===== src/rtl/channel_pkg.sv =====
// channel_pkg: shared word width, default timeout and FSM encoding for the channel arbiter
package channel_pkg;
    localparam int DATA_W      = 7;
    localparam int TIMEOUT_DEF = 64;
    typedef enum logic [2:0] {
        IDLE  = 3'd0,
        LOAD  = 3'd1,
        START = 3'd2,
        WAIT  = 3'd3,
        DONE  = 3'd4
    } state_t;
endpackage


===== src/rtl/rr_picker.sv =====
// rr_picker: combinational round-robin search for the first set request starting at rr_ptr
module rr_picker #(
    parameter int NUM_REQ = 4,
    parameter int ID_W    = 2
) (
    input  logic [NUM_REQ-1:0] req,
    input  logic [ID_W-1:0]    rr_ptr,
    output logic               valid,
    output logic [ID_W-1:0]    winner
);
    logic [ID_W:0]   sum;
    logic [ID_W-1:0] idx;
    // Walk offsets from farthest to nearest so the nearest set request wins
    always_comb begin
        valid  = 1'b0;
        winner = '0;
        sum    = '0;
        idx    = '0;
        for (int k = NUM_REQ - 1; k >= 0; k--) begin
            sum = {1'b0, rr_ptr} + (ID_W+1)'(k);
            idx = (sum >= (ID_W+1)'(NUM_REQ)) ? ID_W'(sum - (ID_W+1)'(NUM_REQ)) : ID_W'(sum);
            if (req[idx]) begin
                valid  = 1'b1;
                winner = idx;
            end
        end
    end
endmodule


===== src/rtl/channel_arbiter.sv =====
// channel_arbiter: round-robin sharing of one serial sender between NUM_REQ requesters
module channel_arbiter #(
    parameter int NUM_REQ = 4,
    parameter int DATA_W  = channel_pkg::DATA_W,
    parameter int TIMEOUT = channel_pkg::TIMEOUT_DEF,
    parameter int ID_W    = 2
) (
    input  logic                      clk,
    input  logic                      rst,
    input  logic [NUM_REQ-1:0]        req,
    input  logic [NUM_REQ*DATA_W-1:0] req_data,
    input  logic                      tx_done,
    output logic [DATA_W-1:0]         tx_data,
    output logic                      tx_start,
    output logic [NUM_REQ-1:0]        ack,
    output logic [ID_W-1:0]           grant_id,
    output logic                      busy,
    output logic                      timeout_err
);
    import channel_pkg::*;
    localparam int CNT_W = $clog2(TIMEOUT);
    state_t             state_q, state_d;
    logic [ID_W-1:0]    grant_q, grant_d;
    logic [ID_W-1:0]    rr_q, rr_d;
    logic [DATA_W-1:0]  data_q, data_d;
    logic [CNT_W-1:0]   cnt_q, cnt_d;
    logic               err_q, err_d;
    logic               to_q, to_d;
    logic               pick_valid;
    logic [ID_W-1:0]    pick_id;
    rr_picker #(.NUM_REQ(NUM_REQ), .ID_W(ID_W)) u_pick (
        .req    (req),
        .rr_ptr (rr_q),
        .valid  (pick_valid),
        .winner (pick_id)
    );
    // State and datapath registers; reset clears everything at once
    always_ff @(posedge clk or negedge rst) begin
        if (!rst) begin
            state_q <= IDLE;
            grant_q <= '0;
            rr_q    <= '0;
            data_q  <= '0;
            cnt_q   <= '0;
            err_q   <= 1'b0;
            to_q    <= 1'b0;
        end else begin
            state_q <= state_d;
            grant_q <= grant_d;
            rr_q    <= rr_d;
            data_q  <= data_d;
            cnt_q   <= cnt_d;
            err_q   <= err_d;
            to_q    <= to_d;
        end
    end
    // Per-word sequencing: grant, latch word, start, wait for done or timeout, acknowledge
    always_comb begin
        state_d = state_q;
        grant_d = grant_q;
        rr_d    = rr_q;
        data_d  = data_q;
        cnt_d   = cnt_q;
        err_d   = err_q;
        to_d    = to_q;
        case (state_q)
            IDLE: if (pick_valid) begin
                grant_d = pick_id;
                state_d = LOAD;
            end
            LOAD: begin
                data_d  = req_data[grant_q*DATA_W +: DATA_W];
                cnt_d   = '0;
                to_d    = 1'b0;
                state_d = START;
            end
            START: state_d = WAIT;
            WAIT: begin
                cnt_d = cnt_q + 1'b1;
                if (tx_done) begin
                    state_d = DONE;
                end else if (cnt_q == CNT_W'(TIMEOUT - 1)) begin
                    err_d   = 1'b1;
                    to_d    = 1'b1;
                    state_d = DONE;
                end
            end
            DONE: begin
                rr_d    = (grant_q == ID_W'(NUM_REQ - 1)) ? '0 : grant_q + 1'b1;
                state_d = IDLE;
            end
            default: state_d = IDLE;
        endcase
    end
    assign tx_data     = data_q;
    assign tx_start    = state_q == START;
    assign busy        = state_q != IDLE;
    assign grant_id    = grant_q;
    assign timeout_err = err_q;
    assign ack         = (state_q == DONE && !to_q) ? NUM_REQ'(1) << grant_q : '0;
endmodule


===== config.mk =====
export PLATFORM = sky130hd
export DESIGN_NAME = channel_arbiter
export DESIGN_NICKNAME = d
export VERILOG_FILES = /design/src/rtl/channel_pkg.sv /design/src/rtl/rr_picker.sv /design/src/rtl/channel_arbiter.sv
export SDC_FILE = /design/constraint.sdc
export NUM_CORES = 1
export LEC_CHECK = 0
export BUFFER_PORTS_ARGS = -buffer_cell sky130_fd_sc_hd__clkbuf_2
export CELL_PAD_IN_SITES_DETAIL_PLACEMENT = 1
export CELL_PAD_IN_SITES_GLOBAL_PLACEMENT = 1
export CORE_UTILIZATION = 39
export DETAILED_ROUTE_END_ITERATION = 6
export GPL_TIMING_DRIVEN = 0
export PLACE_DENSITY_LB_ADDON = 0.12
export SETUP_SLACK_MARGIN = 0.4
export SKIP_LAST_GASP = 1
export SLEW_MARGIN = 20
export SYNTH_ARGS = -nofsm -noshare
export SYNTH_HDL_FRONTEND = slang
export SYNTH_SLANG_ARGS = --single-unit

===== constraint.sdc =====
create_clock -name clk -period 3.13 [get_ports clk]
set_input_delay 0.939 -clock clk [delete_from_list [all_inputs] [get_ports clk]]
set_output_delay 0.939 -clock clk [all_outputs]
set_load 0.01 [all_outputs]

==> results list <==
- Overall track demand over capacity in global routing: 19.8%
- Sum of overflow across all layers after global routing: 0
- The hold violation total from the final report came to 0.
* DRT iter0 DRCs: 19
- The worst path in the final design needs a cycle of 2.63 ns, including I/O delays and setup.
- Setup repair after global routing missed its margin: no
- For this run, the number of standard cells in the final layout without fillers is 214.
- CTS built an H-tree with a depth of 1.
* Fin util: 54.1%
* Number of cells traversed by the worst register-to-register path: 3
* Seq/Total Area, Yosys: 41.9%
* Count of pins on the block boundary: 51
- CP startpoint kind: flip-flop
- After clock tree synthesis, the clock-pin slew on the worst setup and hold paths is 0.14 ns.
* TritonCTS buffer count: 3
- Master cell of the clock root buffer: sky130_fd_sc_hd__clkbuf_4
* Cell types with the largest area share after synthesis: sky130_fd_sc_hd__dfrtp_1, sky130_fd_sc_hd__mux4_2, sky130_fd_sc_hd__mux2_2
* Count of mapped cells out of synthesis: 115
- Drt wl/cell: 14.6 um
- The max-slew violation total from the final report is 0.
- Sum of negative setup slack: 0 ns
* Max-capacitance violation count: 0
* Source of the critical timing path: state_q[1]
- After synthesis, the largest area contributor takes up 41.9% of total cell area.
- Worst Setup End Kind: primary output
* Peak VDD IR: 0.000399 V
* Die Span X: 60.0 um
- CP delay by family, top: simple AND/OR/NAND/NOR gates
- Each instance of the synthesized netlist takes up on average 11.4 sq um.
* Number of storage elements in the synthesis netlist: 22
- Number of logic stages on the critical path including buffering: 5
- Die H: 60.0 um
- Cell type with the largest total area after synthesis: sky130_fd_sc_hd__dfrtp_1
- DP HPWL: 2.51 mm
- Final-report setup violation count: 0
- Routed Wire Length: 3.12 mm
- After detailed placement, the total cell area comes to 1620 sq um.
- The critical path goes through clkbuf_4, or3b_4, nor2_4, and2_1, clkbuf_2.
- At the worst endpoint, the required time is 2.19 ns.
* Headroom to the max-slew limit: 61.9%
- Count of nets left with antenna violations after detail routing: 0
- ANT cells: 0
* Cell count after placement: 209
* Total Die Area: 3600 sq um
- The area growth from synthesis to layout is 28.9%.
- The pre-antenna-repair detailed-routing pass consisted of 3 iterations.
* Cell area power density: 834 nW/um^2
- Maximum root-to-sink buffer count: 2
* Vias in the first global route: 1124
- Hold Path Cell Cnt: 1
- The worst register-to-register path ends at tx_data[0].
- In this run the tool buffered the top-level ports with 50 buffer cells.
- Number of placement rows: 20
* Largest driver fanout on the critical path: 10
- Synth cell types: 36
- Hold repair after CTS inserted 0 buffers.
- Clk_skew: 0.00868 ns
- Slowest cell delay on critical path: 0.43 ns
- Fill count: 375
* Net total in the final layout: 211
- Worst Max-Slew Pin Slew: 0.571 ns
- Final Wtd Congestion: 0.723
- For this block, the via count after detailed routing is 1114.
- The worst hold path begins at timeout_err.
- After detailed routing, the number of vias per cell comes to 5.21.
* Buffering stage count on the worst path with inverters included: 2
- Mapped Area: 1310 sq um
- In the routed design, unresolved DRC markers number 0.
* Final Cycle Share: 84.2%
* Arrival @ worst endpoint: 1.69 ns
- For hold timing, the worst endpoint is timeout_err.
- The finished cells cover 1690 sq um.
- For this run, the number of Yosys warnings is 0.
* Worst hold-check path type: flip-flop to flip-flop
- Master of the slowest instance on the critical path: sky130_fd_sc_hd__or3b_4
- The number of nets handed over by synthesis was 155.
- Clock sink total: 22
- After layout, the design draws a total of 1410 uW.
- For this configuration, the core starts out at a cell density of 42.0%.
* Outcome: completed
* Initial antenna violation count: 0
- Achievable Freq: 380 MHz
* Startpoint of the most critical register-to-register path: grant_id[0]
- The region available for standard cell placement spans 3130 sq um.
- Leakage power of the design: 0.000808 uW
* Maximum number of pins on one net before global-route repair: 23
- The clock reaches the later pin of the worst-skew pair after 0.31 ns.
- The first global-routing pass estimated 5.09 mm of wire.
- TritonCTS clock tree: built
- Fraction of layout instances using a drive strength above 1: 47.6%
* R2r setup slk: 1.48 ns
- Crit Path Category: flip-flop to primary output
cell type report:
class	instances	area [sq um]	area share (%)
Inverter	4	15.0	0.887
Clock inverter	1	30.0	1.77
Sequential cell	22	551	32.5
Timing Repair Buffer	51	258	15.2
Buffer	6	43.8	2.59
Clock buffer	3	22.5	1.33
Tap cell	44	55.1	3.25
Multi-Input combinational cell	83	718	42.4
how the worst max path moves through the flow:
stage                         to  slack, ns
after floorplan           ack[0]       0.87
after global placement    ack[3]       0.66
after detailed placement  ack[1]       0.64
after CTS                 ack[1]       0.43
after global routing      ack[0]       0.39
final                     ack[1]       0.50
flip-flops by register name, indices dropped and copies added, names as in the netlist:
register	count
cnt_q	6
grant_id	2
rr_q	2
state_q	3
timeout_err	1
to_q	1
tx_data	7
synthesized netlist by cell type:
cell type,n
sky130_fd_sc_hd__dfrtp_1,22
sky130_fd_sc_hd__nand2_1,10
sky130_fd_sc_hd__mux2_2,8
sky130_fd_sc_hd__mux4_2,7
sky130_fd_sc_hd__o21ai_0,7
sky130_fd_sc_hd__ha_1,5
sky130_fd_sc_hd__and2_1,4
sky130_fd_sc_hd__inv_1,4
sky130_fd_sc_hd__mux2i_1,4
sky130_fd_sc_hd__nand2b_1,4
sky130_fd_sc_hd__o31ai_1,4
sky130_fd_sc_hd__nand3_1,3
sky130_fd_sc_hd__a21oi_1,2
sky130_fd_sc_hd__buf_2,2
sky130_fd_sc_hd__buf_6,2
sky130_fd_sc_hd__clkbuf_1,2
sky130_fd_sc_hd__nand3b_1,2
sky130_fd_sc_hd__nor2b_1,2
sky130_fd_sc_hd__nor3b_1,2
sky130_fd_sc_hd__nor4_1,2
sky130_fd_sc_hd__o21bai_1,2
sky130_fd_sc_hd__a211o_2,1
sky130_fd_sc_hd__a22o_1,1
sky130_fd_sc_hd__a311oi_1,1
sky130_fd_sc_hd__a31oi_1,1
sky130_fd_sc_hd__nor2_1,1
sky130_fd_sc_hd__nor2_2,1
sky130_fd_sc_hd__nor3_1,1
sky130_fd_sc_hd__o211ai_1,1
sky130_fd_sc_hd__o22ai_1,1
sky130_fd_sc_hd__o311ai_0,1
sky130_fd_sc_hd__or2_1,1
sky130_fd_sc_hd__or2_2,1
sky130_fd_sc_hd__or3_1,1
sky130_fd_sc_hd__or3_4,1
sky130_fd_sc_hd__or3b_2,1
report_power, final:
part	switching (uW)	internal [uW]	total (uW)
clock network	92.4	129	222
logic	339	354	692
registers	95.1	403	498
total	526	886	1410
layout by cell type, fill, tap and decap left out, types with 2 or more instances in the layout:
cell type,n
sky130_fd_sc_hd__nand2_1,10
sky130_fd_sc_hd__nor2b_1,2
sky130_fd_sc_hd__and2_1,4
sky130_fd_sc_hd__nand2b_1,4
sky130_fd_sc_hd__ha_1,5
sky130_fd_sc_hd__nand3_1,3
sky130_fd_sc_hd__a21oi_1,2
sky130_fd_sc_hd__mux4_2,7
sky130_fd_sc_hd__o21bai_1,2
sky130_fd_sc_hd__mux2i_1,4
sky130_fd_sc_hd__o21ai_0,7
sky130_fd_sc_hd__clkbuf_4,4
sky130_fd_sc_hd__buf_6,2
sky130_fd_sc_hd__mux2_2,8
sky130_fd_sc_hd__dfrtp_1,22
sky130_fd_sc_hd__nor3b_1,2
sky130_fd_sc_hd__clkbuf_2,51
sky130_fd_sc_hd__inv_1,4
sky130_fd_sc_hd__nor4_1,2
sky130_fd_sc_hd__o31ai_1,4
sky130_fd_sc_hd__nand3b_1,2
kinds of logic after synthesis:
kind of cell	synth area share, %
simple gates	16.1
compound gates	11.1
flops	41.9
mux	21.9
buf+inv	4.19
fa+ha+maj	4.76
per-stage QoR:
step	worst slack, ns	hold WS [ns]
finish	0.496	0.483
global route	0.394	0.498
CTS	0.430	0.487
detailed placement	0.636	0.453
global placement	0.659	0.452
floorplan	0.870	0.481
metal layers:
layer	global-route usage (%)	vias to the layer above	wire (um)
met3	2.81	4	126
met4	8.64	0	43
met2	36.3	29	1660
met5	0	-	0
met1	22.5	545	1280
li1	-	536	-
worst reg2reg max path, stage by stage, from the launching register on:
cell and delay, ns:
sky130_fd_sc_hd__dfrtp_1 0.42, sky130_fd_sc_hd__buf_2 0.31, sky130_fd_sc_hd__mux4_2 0.55, sky130_fd_sc_hd__mux2_2 0.27
timing repair:
item,in CTS,in global routing
setup endpoints to repair,4,4
setup buffers,0,1
resized for setup,3,2
pin swaps,0,1
hold endpoints to repair,0,0
Note: power is estimated with default switching activity, not from simulation.
